**src/rtl/mac_tx_framer_pkg.sv**
```systemverilog
// Shared types and constants for the Ethernet transmit framer and its CRC engine.
package mac_tx_framer_pkg;

  typedef enum logic [2:0] {
    ST_IDLE,
    ST_PREAMBLE,
    ST_SFD,
    ST_DATA,
    ST_PAD,
    ST_FCS,
    ST_IFG
  } state_e;

  localparam logic [7:0]  PREAMBLE_BYTE = 8'h55;
  localparam logic [7:0]  SFD_BYTE      = 8'hD5;
  localparam int          PREAMBLE_LEN  = 7;
  localparam int          FCS_LEN       = 4;
  localparam logic [31:0] CRC_INIT      = 32'hFFFF_FFFF;
  localparam logic [31:0] CRC_POLY      = 32'h04C1_1DB7;

  // MSB-first CRC-32 register; Ethernet sends each byte LSB first, so data bits enter from bit 0 up.
  function automatic logic [31:0] crc32_byte(input logic [31:0] crc, input logic [7:0] d);
    logic [31:0] c;
    c = crc;
    for (int i = 0; i < 8; i++)
      c = {c[30:0], 1'b0} ^ ((c[31] ^ d[i]) ? CRC_POLY : 32'h0);
    return c;
  endfunction

  function automatic logic [7:0] bitrev8(input logic [7:0] b);
    logic [7:0] r;
    for (int i = 0; i < 8; i++) r[i] = b[7-i];
    return r;
  endfunction

endpackage

```
**src/rtl/mac_tx_framer_crc_gen.sv**
```systemverilog
// CRC-32 accumulator: init, byte update, or byte-wise shift-out of the result.
module crc_gen
  import mac_tx_framer_pkg::*;
(
  input  logic        clk,
  input  logic        reset_n,
  input  logic        init_i,
  input  logic        en_i,
  input  logic        rden_i,
  input  logic [7:0]  data_i,
  output logic [31:0] crc_o
);

  logic [31:0] crc_q, crc_d;

  always_comb begin
    crc_d = crc_q;
    if (init_i)      crc_d = CRC_INIT;
    else if (en_i)   crc_d = crc32_byte(crc_q, data_i);
    else if (rden_i) crc_d = {crc_q[23:0], 8'h00};
  end

  always_ff @(posedge clk or negedge reset_n) begin
    if (!reset_n) crc_q <= CRC_INIT;
    else          crc_q <= crc_d;
  end

  assign crc_o = crc_q;

endmodule

```
**src/rtl/mac_tx_framer.sv**
```systemverilog
// Byte-wide Ethernet TX framer: preamble/SFD, payload with zero pad, FCS, inter-frame gap.
module mac_tx_framer
  import mac_tx_framer_pkg::*;
#(
  parameter int MIN_LEN = 60,
  parameter int MAX_LEN = 1514,
  parameter int IFG_LEN = 12
) (
  input  logic       clk,
  input  logic       reset_n,
  input  logic       in_valid,
  input  logic [7:0] in_data,
  input  logic       in_last,
  output logic       in_ready,
  output logic [7:0] txd,
  output logic       tx_en,
  output logic       tx_er,
  output logic       busy,
  output logic       frame_done
);

  state_e      state_q, state_d;
  logic [10:0] cnt_q, cnt_d, cnt_nxt;
  logic [15:0] tmr_q, tmr_d;
  logic        abort;
  logic        crc_init, crc_en, crc_rden;
  logic [7:0]  crc_data;
  logic [31:0] crc;

  assign cnt_nxt = cnt_q + 11'd1;
  // Underrun or length cap both end the frame with a single error byte.
  assign abort   = (state_q == ST_DATA) && (!in_valid || cnt_q == 11'(MAX_LEN));

  always_ff @(posedge clk or negedge reset_n) begin
    if (!reset_n) begin
      state_q <= ST_IDLE;
      cnt_q   <= '0;
      tmr_q   <= '0;
    end else begin
      state_q <= state_d;
      cnt_q   <= cnt_d;
      tmr_q   <= tmr_d;
    end
  end

  always_comb begin
    state_d = state_q;
    cnt_d   = cnt_q;
    case (state_q)
      ST_IDLE:     if (in_valid) state_d = ST_PREAMBLE;
      ST_PREAMBLE: if (tmr_q == 16'(PREAMBLE_LEN - 1)) state_d = ST_SFD;
      ST_SFD: begin
        cnt_d   = '0;
        state_d = ST_DATA;
      end
      ST_DATA: begin
        if (abort) state_d = ST_IFG;
        else begin
          cnt_d = cnt_nxt;
          if (in_last) state_d = (cnt_nxt < 11'(MIN_LEN)) ? ST_PAD : ST_FCS;
        end
      end
      ST_PAD: begin
        cnt_d = cnt_nxt;
        if (cnt_nxt == 11'(MIN_LEN)) state_d = ST_FCS;
      end
      ST_FCS:  if (tmr_q == 16'(FCS_LEN - 1)) state_d = ST_IFG;
      ST_IFG:  if (tmr_q == 16'(IFG_LEN - 1)) state_d = ST_IDLE;
      default: state_d = ST_IDLE;
    endcase
    // Per-state cycle timer restarts on every transition.
    tmr_d = (state_d != state_q) ? 16'd0 : tmr_q + 16'd1;
  end

  always_comb begin
    in_ready   = 1'b0;
    txd        = 8'h00;
    tx_en      = 1'b0;
    tx_er      = 1'b0;
    frame_done = 1'b0;
    crc_init   = 1'b0;
    crc_en     = 1'b0;
    crc_rden   = 1'b0;
    crc_data   = 8'h00;
    busy       = (state_q != ST_IDLE);
    case (state_q)
      ST_PREAMBLE: begin
        txd   = PREAMBLE_BYTE;
        tx_en = 1'b1;
      end
      ST_SFD: begin
        txd      = SFD_BYTE;
        tx_en    = 1'b1;
        crc_init = 1'b1;
      end
      ST_DATA: begin
        in_ready = (cnt_q != 11'(MAX_LEN));
        tx_en    = 1'b1;
        if (abort) tx_er = 1'b1;
        else begin
          txd      = in_data;
          crc_en   = 1'b1;
          crc_data = in_data;
        end
      end
      ST_PAD: begin
        tx_en  = 1'b1;
        crc_en = 1'b1;
      end
      ST_FCS: begin
        txd      = bitrev8(~crc[31:24]);
        tx_en    = 1'b1;
        crc_rden = 1'b1;
      end
      ST_IFG:  frame_done = (tmr_q == 16'(IFG_LEN - 1));
      default: ;
    endcase
  end

  crc_gen u_crc_gen (
    .clk     (clk),
    .reset_n (reset_n),
    .init_i  (crc_init),
    .en_i    (crc_en),
    .rden_i  (crc_rden),
    .data_i  (crc_data),
    .crc_o   (crc)
  );

endmodule

```
**config.mk**
```make
export PLATFORM = sky130hd
export DESIGN_NAME = mac_tx_framer
export DESIGN_NICKNAME = d
export VERILOG_FILES = /design/src/rtl/mac_tx_framer_pkg.sv /design/src/rtl/mac_tx_framer_crc_gen.sv /design/src/rtl/mac_tx_framer.sv
export SDC_FILE = /design/constraint.sdc
export NUM_CORES = 1
export LEC_CHECK = 0
export BUFFER_PORTS_ARGS = -buffer_cell sky130_fd_sc_hd__buf_2
export CAP_MARGIN = 30
export CORE_MARGIN = 2
export CORE_UTILIZATION = 50
export DETAILED_ROUTE_END_ITERATION = 10
export HOLD_SLACK_MARGIN = 0.08
export PLACE_DENSITY = 0.67
export SYNTH_ARGS = -nofsm -noshare
export SYNTH_HDL_FRONTEND = slang
export SYNTH_HIERARCHICAL = 1
export SYNTH_SLANG_ARGS = --single-unit
```
**constraint.sdc**
```tcl
create_clock -name clk -period 2.95 [get_ports clk]
set_input_delay 0.59 -clock clk [delete_from_list [all_inputs] [get_ports clk]]
set_output_delay 0.59 -clock clk [all_outputs]
set_load 0.1 [all_outputs]
```
**Word level (Yosys, flattened, before mapping)**

Cells that the tools add are included.

- Bits in registers: 62
- Input bits: 12

- Add/subtract/negate cells: 2
- Order comparisons: 1
- Equality and inequality tests: 14
- Muxes and demuxes: 35
- Bitwise operators: 17
- Reductions and logical operators: 9

Operators by type and width:

| kind | count |
|---|---|
| 32-bit bitwise XOR | 8 |
| 27-bit 2-to-1 mux | 8 |
| 32-bit 2-to-1 mux | 3 |
| 11-bit one-hot mux with 3 select lines | 1 |
| 8-bit one-hot mux with 4 select lines | 1 |
| 3-bit 2-to-1 mux | 7 |
| 3-bit one-hot mux with 7 select lines | 1 |
| 16-bit by 1-bit adder with 16-bit output, second input constant | 1 |
| 16-bit by 2-bit equality test with 1-bit output, second input constant | 1 |
| 16-bit by 3-bit equality test with 1-bit output, second input constant | 1 |
| 16-bit by 4-bit equality test with 1-bit output, second input constant | 1 |
| 16-bit 2-to-1 mux | 1 |
| 8-bit 2-to-1 mux | 2 |
| 11-bit by 1-bit adder with 11-bit output, second input constant | 1 |
| 11-bit equality test, second input constant | 1 |
| 11-bit by 6-bit equality test with 1-bit output, second input constant | 1 |
| 11-bit by 6-bit less-than comparator with 1-bit output, second input constant | 1 |
| 11-bit 2-to-1 mux | 1 |
| 11-bit inequality test, second input constant | 1 |
| 3-bit equality test, second input constant | 3 |
| 1-bit 2-to-1 mux | 9 |
| 3-bit nonzero test | 3 |
| 8-bit NOT | 1 |
| 1-bit bitwise XOR | 8 |
| other kinds (11) | 12 |

**Logic depth before layout (Yosys ltp)**

- Depth after elaboration: 31
- Depth in mapped cells: 13
- Mapped depth without buffers: 12

**Modules after synthesis**

The synthesis kept the hierarchy.

By module, submodules not included:

| module | times used | cells an instance | area each (um2) | sequential area each (um2) |
|---|---|---|---|---|
| crc_gen | 1 | 230 | 2457.4 | 840.8 |
| mac_tx_framer | 1 | 237 | 1999.4 | 750.7 |

**Worst setup path after synthesis**

OpenSTA, ideal clock, no wires.

- Path type: reg-to-output
- From: reg tmr_q[0]
- To: out frame_done
- Arrival time: 3.719 ns
- Data required time: 2.360 ns
- Slack: -1.359 ns
- Cell stages (with the launch flop): 6
- Buffers on the path: 0
- Cell sequence: dfrtp_1 -> ha_1 -> nand2_1 -> nor2_1 -> nand4_1 -> nor4_1

- Word-level cells in the longest chain between the ends: 2

Ends and longest elaborated chain:

| item | line | RTL |
|---|---|---|
| start: declaration | mac_tx_framer.sv:24 | `logic [15:0] tmr_q, tmr_d;` |
| start signal: assignment | mac_tx_framer.sv:42 | `tmr_q <= tmr_d;` |
| 16-bit by 4-bit equality test with 1-bit output | mac_tx_framer.sv:115 | `ST_IFG: frame_done = (tmr_q == 16'(IFG_LEN - 1));` |
| 1-bit 2-to-1 mux | mac_tx_framer.sv:86 | `case (state_q)` |
| end: declaration | mac_tx_framer.sv:19 | `output logic frame_done` |

Every way passes these cells.

**Worst setup path after layout**

- From: reg cnt_q[0]
- To: out txd[2]

- Word-level cells in the longest chain between the ends: 5

Ends and longest elaborated chain:

| item | line | RTL |
|---|---|---|
| start: declaration | mac_tx_framer.sv:23 | `logic [10:0] cnt_q, cnt_d, cnt_nxt;` |
| start signal: assignment | mac_tx_framer.sv:41 | `cnt_q <= cnt_d;` |
| 11-bit equality test | mac_tx_framer.sv:32 | `assign abort = (state_q == ST_DATA) && (!in_valid \|\| cnt_q == 11'(MAX_LEN));` |
| 1-bit logical OR | mac_tx_framer.sv:32 |  |
| 1-bit logical AND | mac_tx_framer.sv:32 |  |
| 8-bit 2-to-1 mux | mac_tx_framer.sv:99 | `if (abort) tx_er = 1'b1;` |
| 8-bit one-hot mux with 4 select lines | mac_tx_framer.sv:86 |  |
| end: declaration | mac_tx_framer.sv:15 | `output logic [7:0] txd,` |

Every way passes these cells.

==> impl_summary.md <==
Route
Dividing the detail-routed wire length by the instance count gives 16.3 um. For this run, the detailed router's first-pass iteration total came to 5. Once detail routing completed, the nets flagged for antenna violations numbered 0. After detailed routing, the total wire length is 10.0 mm.

Dividing the detail-routed via count by the number of cells gives 5.65. The routed layout has 3467 vias. In the routed design, unresolved DRC markers number 0. The violation count after the first detailed-routing iteration is 134.

Logic synthesis
In this run, distinct cell masters in the synthesized netlist total 60. The number of synthesized register bits is 62. The number of synthesis warnings is 6.

By area the synthesized netlist is led by dfstp_2 (19%), dfrtp_1 (17%), xnor2_1 (8.3%), xor2_1 (4.9%), xnor2_4 (3.7%). The dominant cell by count in the synthesized netlist is xnor2_1. The summed instance area of the synthesized netlist is 4460 sq um.

The synthesized netlist net count is 484. The post-synthesis async set-or-reset flop share is 1.00. The count of flip-flops with a built-in enable after synthesis is 0.

The biggest area contributor in the post-synthesis netlist is dfstp_2. The average cell area after synthesis is 9.54 sq um. The share of the Yosys chip area taken by registers is 0.357. The most common flop cell mapped by yosys is dfstp_2. Of the post-synthesis cell area, the dominant cell type holds 0.189.

In the synthesized netlist, the number of instances is 467. The commonest cells after synthesis are xnor2_1 (42), nor2_1 (41), dfstp_2 (32).

Status
The flow ran to the end, and the final reports show no timing, DRC or antenna violations.

Global route
The largest net degree at the start of global routing is 39. The global-route wire length before repair is 17.0 mm. The sum of overflow across all layers after global routing is 0.

Across every metal layer, demand over resource in global routing totals 0.218. The number of antenna violations at the first check in global routing is 0. The via count of the first global-routing pass is 3430.

Layout
The final layout contains 518 nets. The final antenna diode count is 0. The fraction of layout cells with a size suffix above 1 is 0.259. After the flow finishes, the layout carries non-filler instances totaling 614. The finished cells cover 5080 sq um. Relative to the synthesized area, the layout overhead comes to 14.0%.

The layout has 759 filler cells. The sequential cell area is 1590 sq um. Summing all multi-input logic gate instances after layout gives 2770 sq um.

Floorplanning
The placeable core region is 8680 sq um. The horizontal extent of the die is 98.4 um. In this run the count of I/O pins placed on the die edge is 25. The row count is 34. The initial core utilization is 0.514. The floorplan step defined a die boundary enclosing 9680 sq um. In this run the vertical extent of the chip is 98.4 um.

Critical path
The class of the most critical setup path is register to primary output. The worst setup path is launched from a register. Along the worst path, the maximum fanout reaches 9.

The kind of end point of the critical path is a primary output. For the worst setup path, the data required time is 2.36 ns. Together, buffers and inverters on the worst path number 2. The worst-path cell with the longest stage delay is or3_1. The family with the most delay on the worst path is simple AND/OR/NAND/NOR gates. The arrival time of the worst setup path is 2.26 ns. The largest incremental delay on the critical path is 0.40 ns. Traced cell by cell, the critical path runs through inv_1, ha_1, nor4bb_4, a31oi_4, and3_2, or3_1, buf_6.

Placed design
The count of port buffers added during placement is 24. In this run the cell area measured after placement is 4840 sq um. The estimated wirelength of the detail-placed design is 7.34 mm. Including well taps, the total number of placed cells is 598. The weighted congestion at the end of routability-driven global placement is 0.888.

STA
The tightest slew margin relative to the limit is 0.573. The number of hold violations in the final report is 0. The final period utilization is 0.965.

The peak clock frequency supported by timing is 0.351 GHz. The max-slew violation total from the final report was 0. Setup repair after global routing could not meet its margin everywhere. At the pin with the least slew margin, the transition time is 0.640 ns. The final-report setup violation count is 0. The final critical delay including setup and external delays is 2.85 ns. Across the routed clock network, the largest skew measured is 0.0146 ns.

Clocking
The clock latency on the worst-skew pair is 0.35 ns. The clock sink total is 62. The master cell of the clock root buffer is clkbuf_8. Buffers added to address setup during post-CTS repair amount to 0. The total clock buffers created by CTS is 9. In this run the number of H-tree levels came out at 3. The clock passes through at most 2 buffers.

The clock-pin slew reported for the worst setup and hold paths after clock tree synthesis is 0.08 ns. The CTS tree is yes. Hold repair after CTS inserted 0 buffers.

Worst hold path
The classification of the worst-slack hold path is primary input to async pin.

Run
Max-cap violations in this run came to 0.
[layer usage]
metal  up-vias  share of wire  wire length [um]  GRT usage
li1       1703              -                 -          -
met1      1688           0.47              4650      0.300
met2        61           0.49              4910      0.357
met3        15          0.032               318     0.0511
met4         0          0.012               117     0.0411
met5         -              0                 0          0
[placed cells by master, fill, tap and decap left out, types with 7 or more instances in the layout]
master and n:
a211o_1 9, a211oi_1 15, a21oi_1 26, and3_1 12, buf_2 16, buf_4 24, clkbuf_8 9, dfrtp_1 30
dfstp_2 32, inv_1 8, mux2i_1 8, nand2_1 27, nand3_1 10, nor2_1 40, nor2b_1 17, nor3_1 11
o21ai_0 13, or2_1 17, xnor2_1 41, xnor2_4 7, xor2_1 25
[flip-flops by register name, summed over array words and instances, names as in the netlist]
register,flops
u_crc_gen/crc_o,32
state_q,3
cnt_q,11
tmr_q,16
[final cells by class]
| type | instances | area share |
|---|---|---|
| multi-input combinational | 371 | 0.545 |
| sequential | 62 | 0.313 |
| timing repair buffer | 48 | 0.0734 |
| tap | 108 | 0.0266 |
| clock buffer | 9 | 0.0244 |
| clock inverter | 7 | 0.0111 |
| inverter | 9 | 0.00665 |
[what timing repair did]
action / CTS / global route
resized for setup: 2 / 18
cloned: 0 / 0
setup endpoints to repair: 7 / 8
pin swaps: 0 / 3
[worst paths after layout]
| kind | startpoint | cells after the start | endpoint | slack [ns] |
|---|---|---|---|---|
| worst max-delay path | cnt_q[0] | 7 | txd[2] | 0.10 |
| worst min-delay path | reset_n | 1 | tmr_q[11] | 0.26 |
| max in group asynchronous | reset_n | 2 | u_crc_gen/crc_o[24] | 1.92 |
| worst min register to register | tmr_q[0] | 1 | tmr_q[0] | 0.53 |
| min in group clk | tmr_q[0] | 1 | tmr_q[0] | 0.53 |
| worst max register to register | cnt_q[0] | 11 | u_crc_gen/crc_o[23] | 0.17 |
[logic make-up after synthesis]
logic type / synth area share
adder cells (fa/ha/maj): 0.0140
flip-flops: 0.357
multiplexers: 0.0205
AND/OR/NAND/NOR: 0.209
XOR/XNOR: 0.216
buffers and inverters: 0.0309
AO/OA/AOI/OAI: 0.152
[through the flow]
| stage | utilization | setup slack, ns | TNS [ns] | hold WS, ns |
|---|---|---|---|---|
| after floorplan | - | -0.187 | -0.216 | 0.294 |
| after global placement | 0.558 | 0.145 | 0 | 0.512 |
| after detailed placement | 0.558 | 0.0132 | 0 | 0.516 |
| after CTS | 0.580 | 0.00131 | 0 | 0.267 |
| after global routing | 0.585 | -0.0125 | -0.0158 | 0.305 |
| final | 0.585 | 0.103 | 0 | 0.261 |
Power is left out: the tool's default activity adds up to more than one toggle a clock period on the data nets, which glitch-free logic cannot reach.
